--- src/rtl/tour_cmd_pkg.sv ---
// tour_cmd_pkg: shared types and constants for the tour command sequencer.
//   state_e          - sequencer states
//   HEAD_*           - heading field values of a move command
//   OP_MOVE/OP_FANF  - opcode nibble of a move command (plain / with fanfare)
//   RESP_DONE/BUSY   - response bytes returned over Bluetooth
//   is_one_hot()     - helper used by the optional move legality check
package tour_cmd_pkg;

  typedef enum logic [2:0] {
    IDLE,
    LOAD,
    VERT,
    WAIT_V,
    HORZ,
    WAIT_H
  } state_e;

  localparam logic [7:0] HEAD_NORTH = 8'h00;
  localparam logic [7:0] HEAD_WEST  = 8'h3F;
  localparam logic [7:0] HEAD_SOUTH = 8'h7F;
  localparam logic [7:0] HEAD_EAST  = 8'hBF;

  localparam logic [3:0] OP_MOVE = 4'h2;
  localparam logic [3:0] OP_FANF = 4'h3;

  localparam logic [7:0] RESP_DONE = 8'hA5;
  localparam logic [7:0] RESP_BUSY = 8'h5A;

  function automatic logic is_one_hot(input logic [7:0] v);
    // v & (v-1) clears the lowest set bit; zero result with nonzero v means one bit
    return (v != 8'h00) && ((v & (v - 8'd1)) == 8'h00);
  endfunction

endpackage

--- src/rtl/tour_move_decode.sv ---
// tour_move_decode: splits a one-hot knight move into two move commands.
//   move_q   in  8   one-hot knight move (lowest set bit wins; zero decodes as b0)
//   vert_cmd out 16  vertical leg: plain move, north/south, |dy| squares
//   horz_cmd out 16  horizontal leg: fanfare move, east/west, |dx| squares
module tour_move_decode
  import tour_cmd_pkg::*;
(
  input  logic [7:0]  move_q,
  output logic [15:0] vert_cmd,
  output logic [15:0] horz_cmd
);

  logic [2:0] bit_idx;

  // Scan from the top so the lowest set bit is the one that sticks.
  always_comb begin
    bit_idx = 3'd0;
    for (int i = 7; i >= 0; i--) begin
      if (move_q[i]) bit_idx = 3'(i);
    end
  end

  always_comb begin
    vert_cmd = {OP_MOVE, HEAD_NORTH, 4'd2};
    horz_cmd = {OP_FANF, HEAD_EAST, 4'd1};
    case (bit_idx)
      3'd0: begin vert_cmd = {OP_MOVE, HEAD_NORTH, 4'd2}; horz_cmd = {OP_FANF, HEAD_EAST, 4'd1}; end
      3'd1: begin vert_cmd = {OP_MOVE, HEAD_NORTH, 4'd2}; horz_cmd = {OP_FANF, HEAD_WEST, 4'd1}; end
      3'd2: begin vert_cmd = {OP_MOVE, HEAD_NORTH, 4'd1}; horz_cmd = {OP_FANF, HEAD_WEST, 4'd2}; end
      3'd3: begin vert_cmd = {OP_MOVE, HEAD_SOUTH, 4'd1}; horz_cmd = {OP_FANF, HEAD_WEST, 4'd2}; end
      3'd4: begin vert_cmd = {OP_MOVE, HEAD_SOUTH, 4'd2}; horz_cmd = {OP_FANF, HEAD_WEST, 4'd1}; end
      3'd5: begin vert_cmd = {OP_MOVE, HEAD_SOUTH, 4'd2}; horz_cmd = {OP_FANF, HEAD_EAST, 4'd1}; end
      3'd6: begin vert_cmd = {OP_MOVE, HEAD_SOUTH, 4'd1}; horz_cmd = {OP_FANF, HEAD_EAST, 4'd2}; end
      default: begin vert_cmd = {OP_MOVE, HEAD_NORTH, 4'd1}; horz_cmd = {OP_FANF, HEAD_EAST, 4'd2}; end
    endcase
  end

endmodule

--- src/rtl/tour_cmd.sv ---
// tour_cmd: knight's-tour command sequencer with UART/BLE passthrough when idle.
//   clk, rst                  clock, synchronous active-high reset
//   start_tour                pulse to begin walking the move list
//   move / mv_indx            solver memory data / index
//   cmd_UART, cmd_rdy_UART    command from UART wrapper (passed through in IDLE)
//   clr_cmd_rdy_UART          consume strobe back to UART wrapper (IDLE only)
//   cmd, cmd_rdy, clr_cmd_rdy command handshake to the command processor
//   send_resp, resp           completion from command processor / response byte
//   tour_err                  sticky illegal-move flag
// Optional feature macro: TOUR_CMD_MOVE_CHECK_EN enables the one-hot move check;
// when undefined tour_err is tied low.
module tour_cmd
  import tour_cmd_pkg::*;
#(
  parameter int NUM_MOVES = 24
) (
  input  logic        clk,
  input  logic        rst,
  input  logic        start_tour,
  input  logic [7:0]  move,
  output logic [4:0]  mv_indx,
  input  logic [15:0] cmd_UART,
  input  logic        cmd_rdy_UART,
  output logic        clr_cmd_rdy_UART,
  output logic [15:0] cmd,
  output logic        cmd_rdy,
  input  logic        clr_cmd_rdy,
  input  logic        send_resp,
  output logic [7:0]  resp,
  output logic        tour_err
);

  localparam logic [4:0] LAST_IDX = 5'(NUM_MOVES - 1);

  state_e      state_q, state_d;
  logic [4:0]  mv_indx_q, mv_indx_d;
  logic [7:0]  move_q, move_d;
  logic [15:0] vert_cmd, horz_cmd;
  logic        move_bad;
  logic        last_move;

  tour_move_decode u_decode (
    .move_q   (move_q),
    .vert_cmd (vert_cmd),
    .horz_cmd (horz_cmd)
  );

`ifdef TOUR_CMD_MOVE_CHECK_EN
  logic tour_err_q, tour_err_d;

  assign move_bad = !is_one_hot(move);

  always_comb begin
    tour_err_d = tour_err_q;
    if (state_q == IDLE && start_tour) begin
      tour_err_d = 1'b0;
    end else if (state_q == LOAD && move_bad) begin
      tour_err_d = 1'b1;
    end
  end

  always_ff @(posedge clk) begin
    if (rst) tour_err_q <= 1'b0;
    else     tour_err_q <= tour_err_d;
  end

  assign tour_err = tour_err_q;
`else
  assign move_bad = 1'b0;
  assign tour_err = 1'b0;
`endif

  assign last_move = (mv_indx_q == LAST_IDX);
  assign mv_indx   = mv_indx_q;

  always_ff @(posedge clk) begin
    if (rst) begin
      state_q   <= IDLE;
      mv_indx_q <= 5'd0;
      move_q    <= 8'h00;
    end else begin
      state_q   <= state_d;
      mv_indx_q <= mv_indx_d;
      move_q    <= move_d;
    end
  end

  always_comb begin
    state_d          = state_q;
    mv_indx_d        = mv_indx_q;
    move_d           = move_q;
    cmd              = vert_cmd;
    cmd_rdy          = 1'b0;
    clr_cmd_rdy_UART = 1'b0;
    resp             = RESP_BUSY;

    case (state_q)
      IDLE: begin
        cmd              = cmd_UART;
        cmd_rdy          = cmd_rdy_UART;
        clr_cmd_rdy_UART = clr_cmd_rdy;
        resp             = RESP_DONE;
        if (start_tour) begin
          mv_indx_d = 5'd0;
          state_d   = LOAD;
        end
      end
      LOAD: begin
        move_d  = move;
        state_d = move_bad ? IDLE : VERT;
      end
      VERT: begin
        cmd     = vert_cmd;
        cmd_rdy = 1'b1;
        if (clr_cmd_rdy) state_d = WAIT_V;
      end
      WAIT_V: begin
        cmd = vert_cmd;
        if (send_resp) state_d = HORZ;
      end
      HORZ: begin
        cmd     = horz_cmd;
        cmd_rdy = 1'b1;
        if (clr_cmd_rdy) state_d = WAIT_H;
      end
      WAIT_H: begin
        cmd = horz_cmd;
        if (last_move) resp = RESP_DONE;
        if (send_resp) begin
          if (last_move) begin
            state_d = IDLE;
          end else begin
            mv_indx_d = mv_indx_q + 5'd1;
            state_d   = LOAD;
          end
        end
      end
      default: state_d = IDLE;
    endcase
  end

endmodule
--- config.mk ---
export PLATFORM = sky130hd
export DESIGN_NAME = tour_cmd
export DESIGN_NICKNAME = d
export VERILOG_FILES = /design/src/rtl/tour_cmd_pkg.sv /design/src/rtl/tour_move_decode.sv /design/src/rtl/tour_cmd.sv
export SDC_FILE = /design/constraint.sdc
export NUM_CORES = 1
export LEC_CHECK = 0
export ABC_AREA = 1
export BUFFER_PORTS_ARGS = -buffer_cell sky130_fd_sc_hd__buf_2
export CAP_MARGIN = 20
export CORE_UTILIZATION = 40
export CTS_BUF_LIST = sky130_fd_sc_hd__clkbuf_16
export DETAILED_ROUTE_END_ITERATION = 10
export PLACE_DENSITY = 0.81
export SLEW_MARGIN = 30
export SYNTH_ARGS = -nofsm -noshare
export SYNTH_HDL_FRONTEND = slang
export SYNTH_SLANG_ARGS = --single-unit
--- constraint.sdc ---
create_clock -name clk -period 2.8 [get_ports clk]
set_input_delay 0.14 -clock clk [delete_from_list [all_inputs] [get_ports clk]]
set_output_delay 0.14 -clock clk [all_outputs]
set_load 0.01 [all_outputs]
Word-level counts from Yosys, hierarchy flattened:

Cells that the tools add are included.

* register bits: 16
* bits of input ports: 30

* add/subtract/negate cells: 1
* equality and inequality tests: 18
* multiplexer cells: 26
* reduce and logical (&&, ||, !) cells: 13

Operator list (count)
* two-way mux 3 bit: 13
* case mux 12 bit (3 select lines): 1
* case mux 11 bit (3 select lines): 1
* case mux 16 bit (2 select lines): 1
* case mux 3 bit (6 select lines): 1
* case mux 8 bit (2 select lines): 1
* OR reduction 2 bit: 8
* equality test 3 bit (second input constant): 5
* two-way mux 5 bit: 3
* equality test 3 x 2 -> 1 bit (second input constant): 4
* != test 2 bit (second input constant): 6
* case mux 5 bit (2 select lines): 1
* two-way mux 8 bit: 1
* equality test 3 x 1 -> 1 bit (second input constant): 2
* logical NOT 3 bit: 2
* adder 5 x 1 -> 5 bit (second input constant): 1
* equality test 5 bit (second input constant): 1
* AND reduction 5 bit: 1
* AND reduction 4 bit: 1
* two-way mux 1 bit: 2
* case mux 1 bit (2 select lines): 1
* nonzero test 2 bit: 1

Logic depth before layout (Yosys ltp):

* depth after elaboration: 12
* gate-level depth with buffers: 9
* depth with buffers taken out: 9

By module:

Synthesis repeated with hierarchy kept, for this count alone.

* cells, all modules: 280
* area total of the unflattened synthesis: 1778.0 µm²

By module, submodules not included
* tour_cmd: instances 1, cells each 214, area each 1378.8 µm², sequential area each 320.3 µm²
* tour_move_decode: instances 1, cells each 66, area each 399.1 µm², sequential area each 0.0 µm²

Worst setup path before layout:

Ideal clock, no wire load.

* path kind: reg2out
* start point: reg mv_indx_q[0], in the netlist mv_indx[0]
* end point: out resp[2]
* arrival time: 1325 ps
* path slack: 1335 ps
* cell stages (with the launch flop): 7
* path buffers: 1
* cells stage by stage: dfxtp_1 ha_1 nand4_1 nand2_2 nand2_1 inv_1 buf_4

* cells in the longest elaborated chain, start to end: 3

RTL lines
* start, declared: line tour_cmd.sv:36 `logic [4:0] mv_indx_q, mv_indx_d;`
* start signal, assigned: line tour_cmd.sv:83 `mv_indx_q <= mv_indx_d;`
* equality test 5 bit: line tour_cmd.sv:73 `assign last_move = (mv_indx_q == LAST_IDX);`
* two-way mux 8 bit: line tour_cmd.sv:128 `if (last_move) resp = RESP_DONE;`
* case mux 8 bit (2 select lines): line tour_cmd.sv:97 `case (state_q)`
* end, declared: line tour_cmd.sv:29 `output logic [7:0] resp,`

Every way passes these cells.

Worst setup path after layout:

* start point: reg state_q[2]
* end point: out cmd[13]

* cells in the longest elaborated chain, start to end: 3
* elaborated cells on any way between the ends: 5
* those cells by class: 2 x eq/ne; 1 x mux; 2 x reduce/logical

RTL lines
* start, declared: line tour_cmd.sv:35 `state_e state_q, state_d;`
* start signal, assigned: line tour_cmd.sv:82 `state_q <= state_d;`
* equality test 3 bit: line tour_cmd.sv:97
* OR reduction 2 bit (no source line)
* case mux 16 bit (2 select lines) (*): line tour_cmd.sv:97
* end, declared: line tour_cmd.sv:25 `output logic [15:0] cmd,`

Mark *: on every way between the ends. The rest lies on a longest branch, timed or not.

==> out/metrics.csv <==
metric;value;unit
status;complete, but fails checks;
violations;design-rule violations;
timing.critical_path.mode_cell;inv_2;
p_comb_share;67.4;%
initial_utilization;42.9;%
end_kind;output pin;
slew_viol_final;0;
fmax;549;MHz
pre_cts_ws;1240;ps
worstPathArrival;1680;ps
final-setup-viol-count;0;
path_class;reg -> out;
async_reset_ff_share;0;%
tns;0;ps
drc_errors;20;
detail-route-antenna-nets;0;
slowest_delay;370;ps
portBuffers;60;
cts-buffers-inserted;3;
nFillCells;282;
grt_pass1_vias;1127;
worst_setup_path_start_kind;register;
insertedDiodeCount;0;
clk_latency;240;ps
critPathSlowestCell;dfxtp_1;
fin_skew;1.38;ps
grt_max_degree;16;
grt_util_all_layers;17.8;%
leakage;0.851;nW
fp.coreArea;0.00281;mm2
peakVddDrop;553;uV
clock_path_buffers;2;
ys_types;27;
dp.final_hpwl;2150;um
fin_ws;977;ps
crit_chain;inv_2 -> nand2_4 -> nor2_4 -> inv_2 -> or2_2 -> buf_2;
cts-root-buf;clkbuf_16;
synth_ff_type;dfxtp_1;
routed_wl;2760;um
rows;19;
wl_per_cell;9.89;um
synth_seq_cells;16;
die_h;56.8;um
power_frac_seq;18.1;%
syn_inst;193;
post-route-min-period;1820;ps
hold_path_class;in -> reg;
synthesis.nets;224;
netlist_area;0.00120;mm2
die_w;56.8;um
critPathBufInv;3;
holdBufCountCts;0;
p_int;944;uW
synth_edf_count;0;
clock-sinks;16;
grt_overflow;0;
yosys_warnings;0;
period_share;65.1;%
grt_pass1_wl;4600;um
die-area;0.00323;mm2
cp.required;2660;ps
gp_congestion;0.850;
ioPinCount;62;
power_density;1210;mW/mm2
clk_pin_slew;50;ps
seq_area_frac_synth;26.6;%
crit_family;simple AND/OR/NAND/NOR gates;
maxCapViolations;0;
rsz0062_at_grt;false;
cts_setup_buffers;0;
htreeDepth;1;
cp_max_fo;15;
antenna_found_initial;0;
swShare;49.9;%
vias;1347;
switchingPower;942;uW
syn_area_per_cell;6.23;um2
viasPerCell;4.83;
finalHoldViolCount;0;
nets;280;
cts_tree;done;
synthToLayoutAreaGrowth;29.3;%
cts_resized;0;
drt_iter0_drc;73;
drive_gt1_share;35.1;%
pwr-share-clk;14.5;%
dr.pass1.iters;7;
-- tightest hold or removal path, delay by kind of cell --
family	cells	cell delay [ps]
buffers and inverters	1	80
AND/OR/NAND/NOR	2	110
-- state kept, by name, summed over array words and instances, names as in the netlist --
signal	flops
mv_indx	5
move_q	8
state_q	3
-- power by group through the flow --
stage	sequential [mW]	combinational (mW)	clock, mW
6_report	0.341	1.27	0.273
5_1_grt	0.351	1.43	0.291
4_1_cts	0.341	1.27	0.276
3_5_place_dp	0.346	1.26	0
3_3_place_gp	0.343	1.25	0
2_1_floorplan	0.339	0.974	0
-- final cells by class --
type	instances	area (um2)	area share [%]
clock buffers	3	75.1	4.83
clock inverters	1	3.75	0.241
inverters	28	105	6.76
multi-input cells	140	712	45.8
flip-flops and latches	16	320	20.6
well taps	31	38.8	2.49
repair buffers	60	300	19.3
-- cell usage after synthesis (4+ instances only) --
library cell / n / share of area (%)
inv_2: 6 / 1.9
nor2_1: 25 / 7.8
nand3_1: 9 / 3.7
dfxtp_1: 16 / 27
o21ai_0: 11 / 4.6
inv_1: 22 / 6.9
a21oi_1: 18 / 7.5
nand2_4: 4 / 3.7
nand4_1: 4 / 2.1
nand2_2: 5 / 2.6
buf_4: 8 / 5.0
nand2_1: 46 / 14
-- placed cells by master, fill, tap and decap left out --
master / count
buf_2: 60
nand2_1: 46
nor2_1: 25
inv_1: 22
a21oi_1: 18
dfxtp_1: 16
o21ai_0: 11
nand3_1: 9
inv_2: 6
nand2_2: 5
nand2_4: 4
nand4_1: 4
clkbuf_16: 3
nand3_2: 2
o211ai_1: 2
nor2_2: 2
xor2_1: 2
nor2_4: 1
a21oi_2: 1
nand3_4: 1
or2_2: 1
o21ai_1: 1
nor3_2: 1
xnor2_1: 1
nor3_1: 1
ha_1: 1
conb_1: 1
clkinv_1: 1
-- path summary, 6_finish.rpt --
check / startpoint / endpoint / slack [ps] / cells past startpoint
setup / recovery: state_q[2] / cmd[13] / 980 / 6
hold / removal: move[0] / move_q[0] / 120 / 3
setup reg to reg: state_q[2] / mv_indx[3] / 1290 / 7
hold reg to reg: move_q[7] / move_q[7] / 470 / 2
-- metrics by stage --
stage          total power [mW]  hold WS, ps  cell area, um2  cells  util, %
2_1_floorplan              1.31          209            1200    193        -
3_3_place_gp               1.59          376            1480    275     52.6
3_5_place_dp               1.61          377            1480    275     52.6
4_1_cts                    1.89          127            1560    279     55.4
5_1_grt                    2.07          135            1560    279     55.4
6_report                   1.89          124            1560    279     55.4
-- cell families after synthesis --
| family | Yosys count | share of synthesized area, % |
|---|---|---|
| XOR/XNOR | 3 | 2.19 |
| adder cells (fa/ha/maj) | 1 | 1.04 |
| flip-flops | 16 | 26.6 |
| buffers and inverters | 37 | 14.2 |
| AND/OR/NAND/NOR | 102 | 41.2 |
| AO/OA/AOI/OAI | 33 | 14.5 |
| other | 1 | 0.312 |
-- metal layers --
metal / part of all wire [%] / track usage [%]
met5: 0 / 0
met4: 2.2 / 9.41
met3: 6.9 / 2.53
met2: 44 / 29.8
met1: 47 / 22.2
Power figures use the tool's default switching activity.
